`src/rtl/pipeline_pkg.sv`:
```
// pipeline_pkg
// Shared constants for the pipeline blocks.
//   DEFAULT_DATA_WIDTH : payload width used by default throughout the pipeline
//   DEFAULT_FIFO_DEPTH : default number of entries in the elastic buffer
package pipeline_pkg;

    localparam int DEFAULT_DATA_WIDTH = 32;
    localparam int DEFAULT_FIFO_DEPTH = 8;

endpackage : pipeline_pkg

```
`src/rtl/pipeline_fifo_mem.sv`:
```
// pipeline_fifo_mem
// DEPTH x DATA_WIDTH register array used as storage for pipeline_fifo.
// Ports:
//   clk      : clock, writes happen on its rising edge
//   rst      : asynchronous active-high reset, clears every entry to zero
//   wr_en    : write strobe
//   wr_addr  : write address
//   wr_data  : write payload
//   rd_addr  : read address
//   rd_data  : asynchronous read of the addressed entry
module pipeline_fifo_mem
    import pipeline_pkg::*;
#(
    parameter int DATA_WIDTH = DEFAULT_DATA_WIDTH,
    parameter int DEPTH      = DEFAULT_FIFO_DEPTH,
    localparam int ADDR_WIDTH = $clog2(DEPTH)
) (
    input  logic                  clk,
    input  logic                  rst,
    input  logic                  wr_en,
    input  logic [ADDR_WIDTH-1:0] wr_addr,
    input  logic [DATA_WIDTH-1:0] wr_data,
    input  logic [ADDR_WIDTH-1:0] rd_addr,
    output logic [DATA_WIDTH-1:0] rd_data
);

    logic [DATA_WIDTH-1:0] mem_r [DEPTH];

    // Storage array: cleared on reset, single synchronous write port.
    always_ff @(posedge clk or posedge rst) begin
        if (rst) begin
            for (int i = 0; i < DEPTH; i++) begin
                mem_r[i] <= '0;
            end
        end else if (wr_en) begin
            mem_r[wr_addr] <= wr_data;
        end
    end

    // Read is purely from registered state (array + registered address).
    assign rd_data = mem_r[rd_addr];

endmodule : pipeline_fifo_mem

```
`src/rtl/pipeline_fifo.sv`:
```
// pipeline_fifo
// Elastic buffer between pipeline and pipeline_insert with valid/ready on
// both sides. Order is preserved, bubbles are never stored, no bypass.
// Ports:
//   clk     : single clock
//   rst     : asynchronous active-high reset
//   u_data  : upstream payload
//   u_valid : upstream word present
//   u_ready : buffer can accept a word this cycle (registered)
//   d_data  : head-of-buffer payload
//   d_valid : head entry valid (registered)
//   d_ready : downstream takes the head this cycle
//   count   : number of stored entries, 0..DEPTH
module pipeline_fifo
    import pipeline_pkg::*;
#(
    parameter int DATA_WIDTH = DEFAULT_DATA_WIDTH,
    parameter int DEPTH      = DEFAULT_FIFO_DEPTH,
    localparam int ADDR_WIDTH = $clog2(DEPTH)
) (
    input  logic                  clk,
    input  logic                  rst,
    input  logic [DATA_WIDTH-1:0] u_data,
    input  logic                  u_valid,
    output logic                  u_ready,
    output logic [DATA_WIDTH-1:0] d_data,
    output logic                  d_valid,
    input  logic                  d_ready,
    output logic [ADDR_WIDTH:0]   count
);

    localparam logic [ADDR_WIDTH:0]   FULL_COUNT = (ADDR_WIDTH+1)'(DEPTH);
    localparam logic [ADDR_WIDTH:0]   ZERO_COUNT = (ADDR_WIDTH+1)'(0);
    localparam logic [ADDR_WIDTH:0]   ONE_COUNT  = (ADDR_WIDTH+1)'(1);
    localparam logic [ADDR_WIDTH-1:0] ONE_PTR    = ADDR_WIDTH'(1);

    logic [ADDR_WIDTH-1:0] wr_ptr_r;
    logic [ADDR_WIDTH-1:0] rd_ptr_r;
    logic [ADDR_WIDTH-1:0] wr_ptr_next_s;
    logic [ADDR_WIDTH-1:0] rd_ptr_next_s;
    logic [ADDR_WIDTH:0]   count_r;
    logic [ADDR_WIDTH:0]   count_next_s;
    logic                  u_ready_r;
    logic                  d_valid_r;
    logic                  push_s;
    logic                  pop_s;

    // Handshakes use the registered flags only, so d_data has no path from inputs.
    always_comb begin
        push_s = u_valid && u_ready_r;
        pop_s  = d_valid_r && d_ready;
    end

    // Next pointers and occupancy; pointers wrap naturally at power-of-two DEPTH.
    always_comb begin
        wr_ptr_next_s = wr_ptr_r;
        rd_ptr_next_s = rd_ptr_r;
        count_next_s  = count_r;
        if (push_s) begin
            wr_ptr_next_s = wr_ptr_r + ONE_PTR;
        end else begin
            wr_ptr_next_s = wr_ptr_r;
        end
        if (pop_s) begin
            rd_ptr_next_s = rd_ptr_r + ONE_PTR;
        end else begin
            rd_ptr_next_s = rd_ptr_r;
        end
        case ({push_s, pop_s})
            2'b10:   count_next_s = count_r + ONE_COUNT;
            2'b01:   count_next_s = count_r - ONE_COUNT;
            default: count_next_s = count_r;
        endcase
    end

    // State registers; flags are derived from the next occupancy so they are
    // exact in the cycle after the change.
    always_ff @(posedge clk or posedge rst) begin
        if (rst) begin
            wr_ptr_r  <= '0;
            rd_ptr_r  <= '0;
            count_r   <= ZERO_COUNT;
            u_ready_r <= 1'b0;
            d_valid_r <= 1'b0;
        end else begin
            wr_ptr_r  <= wr_ptr_next_s;
            rd_ptr_r  <= rd_ptr_next_s;
            count_r   <= count_next_s;
            u_ready_r <= (count_next_s != FULL_COUNT);
            d_valid_r <= (count_next_s != ZERO_COUNT);
        end
    end

    pipeline_fifo_mem #(
        .DATA_WIDTH (DATA_WIDTH),
        .DEPTH      (DEPTH)
    ) u_mem (
        .clk     (clk),
        .rst     (rst),
        .wr_en   (push_s),
        .wr_addr (wr_ptr_r),
        .wr_data (u_data),
        .rd_addr (rd_ptr_r),
        .rd_data (d_data)
    );

    assign u_ready = u_ready_r;
    assign d_valid = d_valid_r;
    assign count   = count_r;

endmodule : pipeline_fifo

```
`config.mk`:
```
export PLATFORM = sky130hd
export DESIGN_NAME = pipeline_fifo
export DESIGN_NICKNAME = d
export VERILOG_FILES = /design/src/rtl/pipeline_pkg.sv /design/src/rtl/pipeline_fifo_mem.sv /design/src/rtl/pipeline_fifo.sv
export SDC_FILE = /design/constraint.sdc
export NUM_CORES = 1
export LEC_CHECK = 0
export ABC_AREA = 1
export BUFFER_PORTS_ARGS = -buffer_cell sky130_fd_sc_hd__clkbuf_2
export CAP_MARGIN = 25
export CORE_MARGIN = 4
export CORE_UTILIZATION = 55
export DETAILED_ROUTE_END_ITERATION = 8
export GPL_ROUTABILITY_DRIVEN = 0
export PLACE_DENSITY_LB_ADDON = 0.15
export SLEW_MARGIN = 10
export SYNTH_ARGS = -nofsm -noshare
export SYNTH_HDL_FRONTEND = slang
export SYNTH_SLANG_ARGS = --single-unit
```
`constraint.sdc`:
```
create_clock -name clk -period 8.1 [get_ports clk]
set_clock_uncertainty 0.1 [all_clocks]
set_input_delay 0 -clock clk [delete_from_list [all_inputs] [get_ports clk]]
set_output_delay 0 -clock clk [all_outputs]
set_load 0.03 [all_outputs]
```
; ---- Word level (Yosys, flattened, before mapping)
; Index checks and enable logic that the tools add are counted.
[totals]
ff_bits = 268
input_bits = 36
output_inout_bits = 38
[classes]
add_sub_neg = 4
magnitude_cmp = 3
eq_ne = 3
muxes = 7
bitwise_logic = 2
n_reduce_logical = 4
[op_table]
columns = cell, count
row1 = $bwmux 256, 1
row2 = $bmux 32 s3, 1
row3 = $demux 32 s3, 1
row4 = $mux 32, 3
row5 = $ge 4x4->1 const B, 2
row6 = $not 3->4, 2
row7 = $pmux 4 s2, 1
row8 = $add 3x1->3 const B, 2
row9 = $add 4x1->4 const B, 1
row10 = $lt 4x1->1 const B, 1
row11 = $ne 4x4->1 const B, 1
row12 = $reduce_bool 4->1, 1
row13 = $sub 4x1->4 const B, 1
row14 = $logic_and 1x1->1, 3
row15 = $eq 2x1->1 const B, 1
row16 = $eq 2x2->1 const B, 1

; ---- Depth between registers and ports, before layout
; Gate-level depths: netlist (run 1).
[logic_depth]
depth_word = 6
depth_mapped = 15
mapped_depth_nobuf = 15

; ---- By module
; A second synthesis (run 1) with hierarchy kept.
[unflattened]
hier_cells = 1794
hier_area_um2 = 13118.8
[modules_own_cells]
columns = mod, n_inst, cells_each, area_each_um2
row1 = pipeline_fifo_mem, 1, 1717, 12468.2
row2 = pipeline_fifo, 1, 77, 650.6

; ---- Worst setup path before layout (run 1)
; No wires, ideal clock.
[synth_path]
kind = flip-flop to flip-flop
from = register u_ready_r (netlist: u_ready)
to = register d_valid_r (netlist: d_valid)
arrival_ns = 1.899
setup_slack_ns = 5.975
stages_incl_launch_ff = 11
synth_period_minus_slack_ns = 2.125
path_cell_list = dfrtp_1 -> nand2_2 -> ha_1 -> nand2_1 -> inv_1 -> nor2_1 -> ha_1 -> o21ai_0 -> nand2_1 -> nor2_1 -> nand3_1
[synth_via]
elab_chain_len = 4
elab_cells_between_ends = 5
[synth_lines]
columns = item, line
row1 = from (decl), pipeline_fifo.sv:43  ; logic u_ready_r;
row2 = from (signal assigned), pipeline_fifo.sv:89  ; u_ready_r <= (count_next_s != FULL_COUNT);
row3 = $logic_and 1x1->1 *, pipeline_fifo.sv:50  ; push_s = u_valid && u_ready_r;
row4 = $eq 2x1->1 or $eq 2x2->1 (tied branches), pipeline_fifo.sv:69  ; case ({push_s, pop_s})
row5 = $pmux 4 s2 *, pipeline_fifo.sv:69
row6 = $reduce_bool 4->1 *, pipeline_fifo.sv:90  ; d_valid_r <= (count_next_s != ZERO_COUNT);
row7 = to (signal assigned), pipeline_fifo.sv:90
row8 = to (decl), pipeline_fifo.sv:44  ; logic d_valid_r;
; Every way passes the cells marked *; elsewhere a longest branch is shown, timed or not.
; A chain may end at the register's enable or synchronous reset.

; ---- Worst setup path in the final report (run 1)
[layout_path]
from = register rd_ptr_r[0]
to = output d_data[1]
[layout_via]
elab_chain_len = 4
[layout_lines]
columns = item, line
row1 = from (decl), pipeline_fifo.sv:38  ; logic [ADDR_WIDTH-1:0] rd_ptr_r;
row2 = from (signal assigned), pipeline_fifo.sv:87  ; rd_ptr_r <= rd_ptr_next_s;
row3 = $not 3->4 (not written as such), pipeline_fifo_mem.sv:41  ; assign rd_data = mem_r[rd_addr];
row4 = $bmux 32 s3, pipeline_fifo_mem.sv:41
row5 = $mux 32 (not written as such) (2 in series), pipeline_fifo_mem.sv:41
row6 = to (decl), pipeline_fifo.sv:26  ; output logic [DATA_WIDTH-1:0] d_data,
; Every way passes these cells. The select of a mux whose other input is x is not followed.

==> results of run 1 <==
cell type report:
class                   count  area share
multi-input cells         932       0.337
flip-flops and latches    268       0.493
clock inverters             4     0.00331
clock buffers              41      0.0610
well taps                 275      0.0253
inverters                  49      0.0142
repair buffers            126      0.0656
synth_stat cells (all sizes together):
cell      n
inv      48
xnor2     1
o22ai    64
nand2   386
a21oi     1
mux2i    64
nand3     9
ha        5
clkinv    1
buf      41
clkbuf   49
dfrtp   268
nor2     73
or2       2
xor2      5
o21ai   322
worst reg2reg max path: stages, from the launching register on:
cell      delay, ps
dfrtp_4        1030
clkinv_2        700
buf_4           500
xor2_1          250
power groups by stage:
stage               Clock, mW  Sequential, mW  Combinational [mW]
finish                   1.23            2.33                2.48
global route             1.31            2.41                2.79
CTS                      1.26            2.33                2.49
detailed placement          0            2.34                2.46
global placement            0            2.33                2.40
floorplan                   0            2.21                1.99
metrics by stage:
stage / setup slack [ps] / utilization / hold slack (ps) / area, um2
6_report: 4580 / 0.641 / 207 / 13600
5_1_grt: 4380 / 0.641 / 247 / 13600
4_1_cts: 4550 / 0.638 / 194 / 13500
3_5_place_dp: 5090 / 0.581 / 203 / 12300
3_3_place_gp: 5150 / 0.581 / 196 / 12300
2_1_floorplan: 618 / - / 79.2 / 12000
sequential cells by signal, summed over array words and instances (netlist names):
signal / count
u_mem.mem_r: 256
u_ready: 1
d_valid: 1
wr_ptr_r: 3
count: 4
rd_ptr_r: 3
logic make-up after synthesis:
group                    after synthesis  share of synthesized area
AND/OR/NAND/NOR                      470                      0.152
AO/OA/AOI/OAI                        387                      0.169
flip-flops                           268                      0.560
buffers and inverters                139                     0.0559
multiplexers                          64                     0.0535
XOR/XNOR                               6                    0.00439
adder cells (fa/ha/maj)                5                    0.00523
worst max path at each step:
stage / startpoint / end / slack [ps] / cells past startpoint
after floorplan: rst / count[0]$_DFF_PP0_ / 620 / 1
after global placement: rd_ptr_r[0]$_DFFE_PP0N_ / d_data[11] / 5150 / 7
after detailed placement: rd_ptr_r[0]$_DFFE_PP0N_ / d_data[11] / 5090 / 7
after CTS: rd_ptr_r[0]$_DFFE_PP0N_ / d_data[11] / 4550 / 7
after global routing: rd_ptr_r[0]$_DFFE_PP0N_ / d_data[1] / 4380 / 7
final: rd_ptr_r[0]$_DFFE_PP0N_ / d_data[1] / 4580 / 7
per-layer routing:
metal	track usage	share of wire	vias to the layer above
li1	-	-	4599
met1	0.333	0.46	4455
met2	0.393	0.48	206
met3	0.0289	0.043	34
met4	0.0454	0.015	0
met5	0	0	-
==> summary.txt, run 1 <==
Pwr
  • Comb pwr share: 0.410
  • Max VDD drop: 0.261 mV
  • Clock share of power: 0.204
  • Int Pwr: 3.54 mW
  • Power Total: 6.04 mW
  • Pleak: 6.70 nW
  • Switching power: 2.50 mW
  • Register share of total power: 0.386
  • Pwr dens: 444 nW/um2
  • Sw frac: 0.415

STA
  • Fin crit period: 3520 ps
  • Final Hold Fails: 0
  • Final Max Slew Viols: 0
  • Relative slew slack: 0.395
  • Setup violators final: 0
  • Worst-margin pin slew: 907 ps
  • RSZ-0062 raised after global routing: false
  • FMAX: 284 MHz
  • Setup tns final: 0 ps
  • Fin crit share: 0.434

Synth
  • Largest cells by area after synthesis: dfrtp_1 (56%), o21ai_0 (13%), nand2_1 (12%)
  • Syn Nets: 1380
  • Number of distinct library cells after synthesis: 28
  • Seq/Total Area, Yosys: 0.560
  • Avg Synthesized Cell Area: 8.94 um2
  • Yosys top cell by area: dfrtp_1
  • FF+latch count, synth: 268
  • Synth Warn #: 0
  • Mapped Area: 12000 um2
  • Area share of the largest cell type after synthesis: 0.560
  • Syn Inst Count: 1339

Clock tree
  • Clock root buffer: clkbuf_16
  • Num CTS Buffers: 29
  • Max clock buf depth: 3
  • Hold-fix buffers, CTS: 35
  • Clk slew on worst S/H paths: 60 ps
  • CTS Sinks: 268
  • H-tree Lvls: 1
  • CTS tree: built
  • CTS resizes: 0
  • Setup bufs post-CTS: 0
  • Clk_lat worst skew: 520 ps

Worst setup path
  • CP startpoint kind: register
  • Crit-path max FO: 66
  • Most frequent CP cell: nand2_1
  • Slowest cell on the critical path: dfrtp_4
  • Crit path cell chain: clkinv_2 -> buf_4 -> nor2_1 -> o22ai_1 -> nand2_1 -> nand2_1 -> clkbuf_2
  • RR Endpoint: rd_ptr_r[0]$_DFFE_PP0N_
  • WP data arrival: 3420 ps
  • R2r startpoint: rd_ptr_r[0]$_DFFE_PP0N_
  • Buf/Inv on CP: 3
  • CP Capture Type: primary output
  • Worst path required time: 8000 ps
  • Top delay family on crit path: buffers and inverters
  • Reg2reg path depth: 3
  • Crit path kind: register to primary output
  • Max incr delay on CP: 1030 ps
  • Flop2flop setup slack: 5380 ps

Drt
  • Detailed Route Iter0 Violations: 718
  • Post-detailed-route count of antenna-violating nets: 0
  • DRC: 0
  • Detailed-route wire length: 27800 um
  • Via count: 9294
  • DRT Pass-1 Iters: 7
  • Wire per inst: 16.4 um
  • DR vias/cell: 5.48

Global route
  • Initial antenna violation count: 0
  • Total grt overflow: 0
  • First-pass GRT wire length: 46800 um
  • Largest net degree at the start of global routing: 147
  • Vias in the first global route: 9236
  • Total GRT Usage: 0.234

Placement
  • Placed Instances: 1612
  • HPWL after DPL: 15200 um
  • Port Buf Inserts: 73

Layout
  • FILL cells: 1824
  • Share of layout cells above drive strength 1: 0.102
  • Fin cells: 1695
  • Ant. Diodes: 0
  • Commonest non-fill, non-tap cell in the layout: nand2_1
  • Area of the multi-input gates: 4590 um2
  • Register area: 6710 um2
  • Syn-to-layout area delta: 13.7%
  • Most frequent cells in the layout: nand2_1 (377), o21ai_0 (311), dfrtp_1 (266)
  • Nets@finish: 1447

Floorplan
  • Die width: 156 um
  • CORE AREA: 21200 um2
  • Initial Utilization: 0.564
  • I/O pin count: 74
  • Die Ht: 156 um
  • Total Die Area: 24200 um2
  • Row cnt: 53

Hold path
  • Min-delay src: u_valid
  • Hold Path Depth: 4
  • Min-Delay Path Class: input port to register
  • WHS Endpoint: wr_ptr_r[2]$_DFFE_PP0P_

Flow run
  • Max_cap viols: 0

Outcome
  • Outcome: completed
(Power assumes the default switching activity.)
==> run 2, diff against run 1 <==
==> constraint.sdc (replaced) <==
create_clock -name clk -period 3.4 [get_ports clk]
set_clock_uncertainty 0.1 [all_clocks]
set_input_delay 0 -clock clk [delete_from_list [all_inputs] [get_ports clk]]
set_output_delay 0 -clock clk [all_outputs]
set_load 0.03 [all_outputs]
==> run 2 against run 1 <==
- first-iteration DRC count increased by 4.0%
- routed wire length decreased by 1.6%
- die area unchanged
==> summary.txt, run 2 (synthesis gave the netlist of run 1 again) <==
Layout
  • Ant. Diodes: 0 (unchanged)
  • Largest register FFs: 256 (unchanged)
  • FILL cells: 1761 (-3.5%)
  • Syn-to-layout area delta: 14.7%
  • Fin cells: 1705 (+0.59%)
  • Most frequent cells in the layout: nand2_1 (377), o21ai_0 (311), dfrtp_1 (266)
  • Commonest non-fill, non-tap cell in the layout: nand2_1
  • Share of layout cells above drive strength 1: 0.106 (+0.00418)
  • Fin util: 0.647 (+0.00531)
  • Nets@finish: 1450 (+0.21%)
  • Biggest register: u_mem.mem_r

Placement
  • Port Buf Inserts: 73 (unchanged)
  • Placed Instances: 1618 (+0.37%)
  • HPWL after DPL: 16200 um (+6.7%)

Clock tree
  • Clk slew on worst S/H paths: 60 ps (about the same)
  • Num CTS Buffers: 29 (unchanged)
  • CTS resizes: 0 (unchanged)
  • Setup bufs post-CTS: 0 (unchanged)
  • CTS Sinks: 268 (unchanged)
  • CTS tree: built
  • Hold-fix buffers, CTS: 35 (unchanged)
  • Clock root buffer: clkbuf_16
  • Clk_lat worst skew: 520 ps (about the same)
  • Max clock buf depth: 3 (unchanged)
  • H-tree Lvls: 1 (unchanged)

Worst setup path
  • Worst path required time: 3300 ps (-4700 ps)
  • WP data arrival: 2530 ps (-890 ps)
  • Max incr delay on CP: 640 ps (-390 ps)
  • CP Capture Type: primary output
  • CP startpoint kind: register
  • Slowest cell on the critical path: buf_4
  • Most frequent CP cell: nand2_1
  • Crit-path max FO: 55 (-17%)
  • Crit path cell chain: buf_4 -> o21ai_0 -> o22ai_1 -> nand2_1 -> nand2_1 -> clkbuf_2
  • Crit path kind: register to primary output

STA
  • Final Hold Fails: 0 (unchanged)
  • Relative slew slack: 0.406 (+0.0108)
  • Setup tns final: 0 ps (unchanged)
  • Fin crit share: 0.773
  • Fin crit period: 2630 ps
  • Min Hold Slack: 78.6 ps (-129 ps)
  • RSZ-0062 raised after global routing: false
  • Final Max Slew Viols: 0 (unchanged)
  • FMAX: 381 MHz
  • Worst-margin pin slew: 889 ps (-18.1 ps)
  • Setup violators final: 0 (unchanged)

Drt
  • DRC: 0 (unchanged)
  • Wire per inst: 16.1 um (-2.2%)
  • DRT Pass-1 Iters: 5 (-2)
  • Detailed Route Iter0 Violations: 747 (+4.0%)
  • Detailed-route wire length: 27400 um (-1.6%)
  • Post-detailed-route count of antenna-violating nets: 0 (unchanged)
  • Via count: 9392 (+1.1%)
  • DR vias/cell: 5.51 (+0.46%)

Floorplan
  • Die Ht: 156 um (unchanged)
  • Die width: 156 um (unchanged)
  • CORE AREA: 21200 um2 (unchanged)
  • Row cnt: 53 (unchanged)
  • I/O pin count: 74 (unchanged)
  • Initial Utilization: 0.564 (unchanged)
  • Total Die Area: 24200 um2 (unchanged)

Global route
  • Largest net degree at the start of global routing: 71 (-52%)
  • Total GRT Usage: 0.234 (+0.000745)
  • Total grt overflow: 0 (unchanged)
  • Initial antenna violation count: 0 (unchanged)
  • First-pass GRT wire length: 47600 um (+1.8%)
  • Vias in the first global route: 9560 (+3.5%)

Pwr
  • Power Total: 14.5 mW (+140%)
  • Max VDD drop: 0.709 mV (+170%)
  • Pleak: 6.76 nW (+0.83%)
  • Pwr dens: 1050 nW/um2 (+140%)

Outcome
  • Outcome: completed

Hold path
  • Min-Delay Path Class: input port to asynchronous set/reset pin

Flow run
  • Max_cap viols: 0 (unchanged)
## run 2: layer usage
layer / part of all wire / GRT usage / vias up
li1: - / - / 4608
met1: 0.46 / 0.326 / 4544
met2: 0.48 / 0.401 / 209
met3: 0.047 / 0.0306 / 31
met4: 0.013 / 0.0467 / 0
met5: 0 / 0 / -
## run 2: path summary, 6_finish.rpt
check / start / endpoint / slack [ps] / cells past startpoint
worst max-delay path: rd_ptr_r[0]$_DFFE_PP0N_ / d_data[8] / 770 / 6
worst min-delay path: rst / u_mem.mem_r[23]$_DFFE_PP0P_ / 80 / 3
worst max register to register: u_ready$_DFF_PP0_ / u_mem.mem_r[169]$_DFFE_PP0P_ / 1310 / 6
worst min register to register: u_mem.mem_r[61]$_DFFE_PP0P_ / u_mem.mem_r[61]$_DFFE_PP0P_ / 380 / 2
max in group asynchronous: rst / rd_ptr_r[0]$_DFFE_PP0N_ / 2110 / 4
min in group clk: u_valid / wr_ptr_r[2]$_DFFE_PP0P_ / 230 / 4
## run 2: report_power, final
part / total [mW] / internal (mW) / switching (mW)
sequential: 5.42 / 4.62 / 0.801
combinational: 6.04 / 2.11 / 3.93
clock: 2.99 / 1.77 / 1.22
total: 14.5 / 8.49 / 5.96
## run 2: worst max-delay path: cells and delay by family, from the launching register on
kind,cells,cell delay (ps)
simple gates,2,170
compound gates,2,380
flops,1,550
buf+inv,2,850
## run 2: final cells by class
class	instances	area, um2	area share
clock buffers	45	846	0.0616
clock inverters	7	60.1	0.00438
inverters	49	188	0.0137
multi-input cells	932	4590	0.335
flip-flops and latches	268	6710	0.489
well taps	275	344	0.0251
repair buffers	129	981	0.0715
## run 2: metrics by stage
stage	cell area [um2]	worst slack [ps]
floorplan	12000	-239
global placement	12400	1290
CTS	13700	751
finish	13700	773
detailed placement	12500	1300
global route	13700	547
==> run 3, diff against run 2 <==
--- a/config.mk
+++ b/config.mk
@@ -5,7 +5,7 @@
 export SDC_FILE = /design/constraint.sdc
 export NUM_CORES = 1
 export LEC_CHECK = 0
-export ABC_AREA = 1
+export ABC_AREA = 0
 export BUFFER_PORTS_ARGS = -buffer_cell sky130_fd_sc_hd__clkbuf_2
 export CAP_MARGIN = 25
 export CORE_MARGIN = 4
==> constraint.sdc (replaced) <==
create_clock -name clk -period 2.38 [get_ports clk]
set_clock_uncertainty 0.1 [all_clocks]
set_input_delay 0 -clock clk [delete_from_list [all_inputs] [get_ports clk]]
set_output_delay 0 -clock clk [all_outputs]
set_load 0.03 [all_outputs]
==> run 3 against run 2 <==
- power grew 68%
- clock-buffer cell count grew 2
- setup slack lost 740 ps
- synthesized cell count shrank 46%
- clock power grew 37%
- final cell count shrank 32%
- routed wire length shrank 4.1%
- sequential share of layout area shrank 3.5 points
- critical endpoint is now d_data[9]
- largest cell class unchanged
==> summary.txt, run 3 <==
Global route
  • Largest net degree at the start of global routing: 65 (-8.5%)
  • Total grt overflow: 0 (unchanged)
  • First-pass GRT wire length: 42500 um (-11%)
  • Initial antenna violation count: 0 (unchanged)
  • Vias in the first global route: 7678 (-20%)
  • Total GRT Usage: 0.221 (-0.0134)

Synth
  • Syn Inst Count: 719 (-46%)
  • Largest cells by area after synthesis: dfrtp_1 (56%), mux2_2 (27%), mux4_2 (12%)
  • Seq/Total Area, Yosys: 0.559 (-0.00111)
  • Synth Area in XOR/XNOR: 0.00772 (+0.00333)
  • Mapped Area: 12000 um2 (+0.20%)
  • Compound-Gate Fraction of Synth Area: 0.00282 (-0.166)
  • Number of flops mapped to enable cells by yosys: 0 (unchanged)
  • Synth Warn #: 0 (unchanged)
  • Area share of the largest cell type after synthesis: 0.559 (-0.00111)
  • Simple-Gate Fraction of Synth Area: 0.0131 (-0.139)
  • Mux cell area share after synthesis: 0.394 (+0.340)
  • FF+latch count, synth: 268 (unchanged)
  • Synth Area in Adders: 0.00522 (-0.0000104)
  • Top cells by count, synth: mux2_2 (285), dfrtp_1 (268), mux4_2 (64)
  • Number of distinct library cells after synthesis: 29 (+3.6%)
  • Main combinational cell family by area after synthesis: multiplexers
  • Top_reg_cell synth: dfrtp_1
  • Most common cell in the netlist: mux2_2
  • Avg Synthesized Cell Area: 16.7 um2 (+87%)
  • Syn Nets: 760 (-45%)
  • Asr flop ratio synth: 1.00 (unchanged)
  • Yosys top cell by area: dfrtp_1

STA
  • Min Hold Slack: 69.9 ps (-8.68 ps)
  • Worst-margin pin slew: 813 ps (-76.3 ps)
  • FMAX: 425 MHz
  • Worst setup margin: 28.1 ps (-745 ps)
  • Setup violators final: 0 (unchanged)
  • Fin crit period: 2350 ps
  • Final Max Slew Viols: 0 (unchanged)
  • Fin crit share: 0.988
  • RSZ-0062 raised after global routing: true
  • Setup tns final: 0 ps (unchanged)
  • Final Hold Fails: 0 (unchanged)
  • Relative slew slack: 0.457 (+0.0510)

Placement
  • Placed Area: 13000 um2 (+4.3%)
  • Placed Instances: 1057 (-35%)
  • Pre-CTS WS: -13.5 ps (-1310 ps)
  • HPWL after DPL: 15800 um (-2.6%)
  • Port Buf Inserts: 73 (unchanged)

Worst setup path
  • Buf/Inv on CP: 3 (+1)
  • CP Capture Type: primary output
  • Max incr delay on CP: 510 ps (-130 ps)
  • Flop2flop setup slack: 120 ps (-1190 ps)
  • Slowest cell on the critical path: mux4_2
  • Critical Path Start: rd_ptr_r[0]$_DFFE_PP0N_
  • WP data arrival: 2250 ps (-280 ps)
  • Crit-path max FO: 6 (-89%)
  • R2r startpoint: d_valid$_DFF_PP0_
  • Crit path cell chain: buf_12 -> buf_16 -> mux4_2 -> mux2_4 -> buf_8
  • Crit path kind: register to primary output
  • Top delay family on crit path: multiplexers
  • CP startpoint kind: register
  • Worst path required time: 2280 ps (-1020 ps)

Floorplan
  • CORE AREA: 21200 um2 (unchanged)
  • I/O pin count: 74 (unchanged)
  • Die width: 156 um (about the same)
  • Row cnt: 53 (unchanged)
  • Total Die Area: 24200 um2 (+0.19%)
  • Initial Utilization: 0.565 (+0.00112)
  • Die Ht: 156 um (about the same)

Clock tree
  • H-tree Lvls: 1 (unchanged)
  • Num CTS Buffers: 28 (-3.4%)
  • Clk slew on worst S/H paths: 60 ps (about the same)
  • Clk_lat worst skew: 520 ps (about the same)
  • CTS tree: built
  • CTS Sinks: 268 (unchanged)
  • Max clock buf depth: 3 (unchanged)
  • Clock root buffer: clkbuf_16

Layout
  • Biggest register: u_mem.mem_r
  • Syn-to-layout area delta: 23.4%
  • Design area: 14800 um2 (+7.8%)
  • Most frequent cells in the layout: mux2_2 (265), dfrtp_1 (265), mux4_2 (64)
  • Largest register FFs: 256 (unchanged)
  • Nets@finish: 899 (-38%)
  • Share of layout cells above drive strength 1: 0.597 (+0.491)
  • Fin util: 0.697 (+0.0503)
  • Fin cells: 1153 (-32%)
  • Ant. Diodes: 0 (unchanged)

Drt
  • Post-detailed-route count of antenna-violating nets: 0 (unchanged)
  • Detailed Route Iter0 Violations: 201 (-73%)
  • DR vias/cell: 5.86 (+6.3%)
  • Wire per inst: 22.8 um (+42%)
  • DRT Pass-1 Iters: 4 (-1)
  • DRC: 0 (unchanged)
  • Detailed-route wire length: 26300 um (-4.1%)
  • Via count: 6754 (-28%)

Hold path
  • Min-Delay Path Class: input port to asynchronous set/reset pin

Pwr
  • Pleak: 6.33 nW (-6.2%)
  • Power Total: 24.3 mW (+68%)
  • Max VDD drop: 1.06 mV (+49%)
  • Pwr dens: 1640 nW/um2 (+56%)

Outcome
  • Outcome: completed

Flow run
  • Max_cap viols: 0 (unchanged)
## run 3: changes by cell type after synthesis, moves of 7 or more
cell	change
o22ai_1	-64
mux2_2	+285
o21ai_1	-11
nand2_1	-373
o21ai_0	-308
nor2_1	-66
clkbuf_1	-10
mux2i_1	-64
inv_1	-45
mux4_2	+64
nand3_1	-7
buf_4	-10
clkbuf_2	-23
nand2_2	-8
## run 3: timing repair
item	4_1_cts	5_1_grt
endpoints found under the hold margin	338	0
cloned	1	4
hold buffers	35	0
setup endpoints to repair	30	31
buffers inserted	6	0
gates resized for setup	49	81
## run 3: final cells by class
cell class,count,area [um2]
Sequential cell,268,6720
Fill cell,1389,6430
Multi-Input combinational cell,403,5190
Timing Repair Buffer,155,1670
Clock buffer,47,853
Tap cell,275,344
Clock inverter,3,15.0
Inverter,2,11.3
## run 3: path summary, 6_finish.rpt
kind	cells after the start	to
setup / recovery	5	d_data[9]
hold / removal	3	u_mem.mem_r[91]$_DFFE_PP0P_
setup reg to reg	7	d_valid$_DFF_PP0_
hold reg to reg	1	u_mem.mem_r[183]$_DFFE_PP0P_
max in group asynchronous	4	u_mem.mem_r[143]$_DFFE_PP0P_
min in group clk	3	u_mem.mem_r[99]$_DFFE_PP0P_
## run 3: layer usage
layer | track usage | vias up | wire length (um)
met3 | 0.0347 | 36 | 899
met4 | 0.0463 | 0 | 438
met5 | 0 | - | 0
li1 | - | 2974 | -
met2 | 0.378 | 106 | 13500
met1 | 0.306 | 3638 | 11500
## run 3: cell families after synthesis
family	count (synthesis)
multiplexers	355
buffers and inverters	48
adder cells (fa/ha/maj)	5
flip-flops	268
AO/OA/AOI/OAI	6
XOR/XNOR	9
AND/OR/NAND/NOR	28
## run 3: tightest hold or removal path, delay by kind of cell
| kind | cells | cell delay [ps] |
|---|---|---|
| buf+inv | 3 | 1190 |
## run 3: where the power goes
part           leakage, nW  switching (mW)  internal [mW]
Sequential            3.21            1.37           6.89
Clock                0.426            1.68           2.42
Combinational         2.70            4.95           7.02
Total                 6.33            8.00           16.3
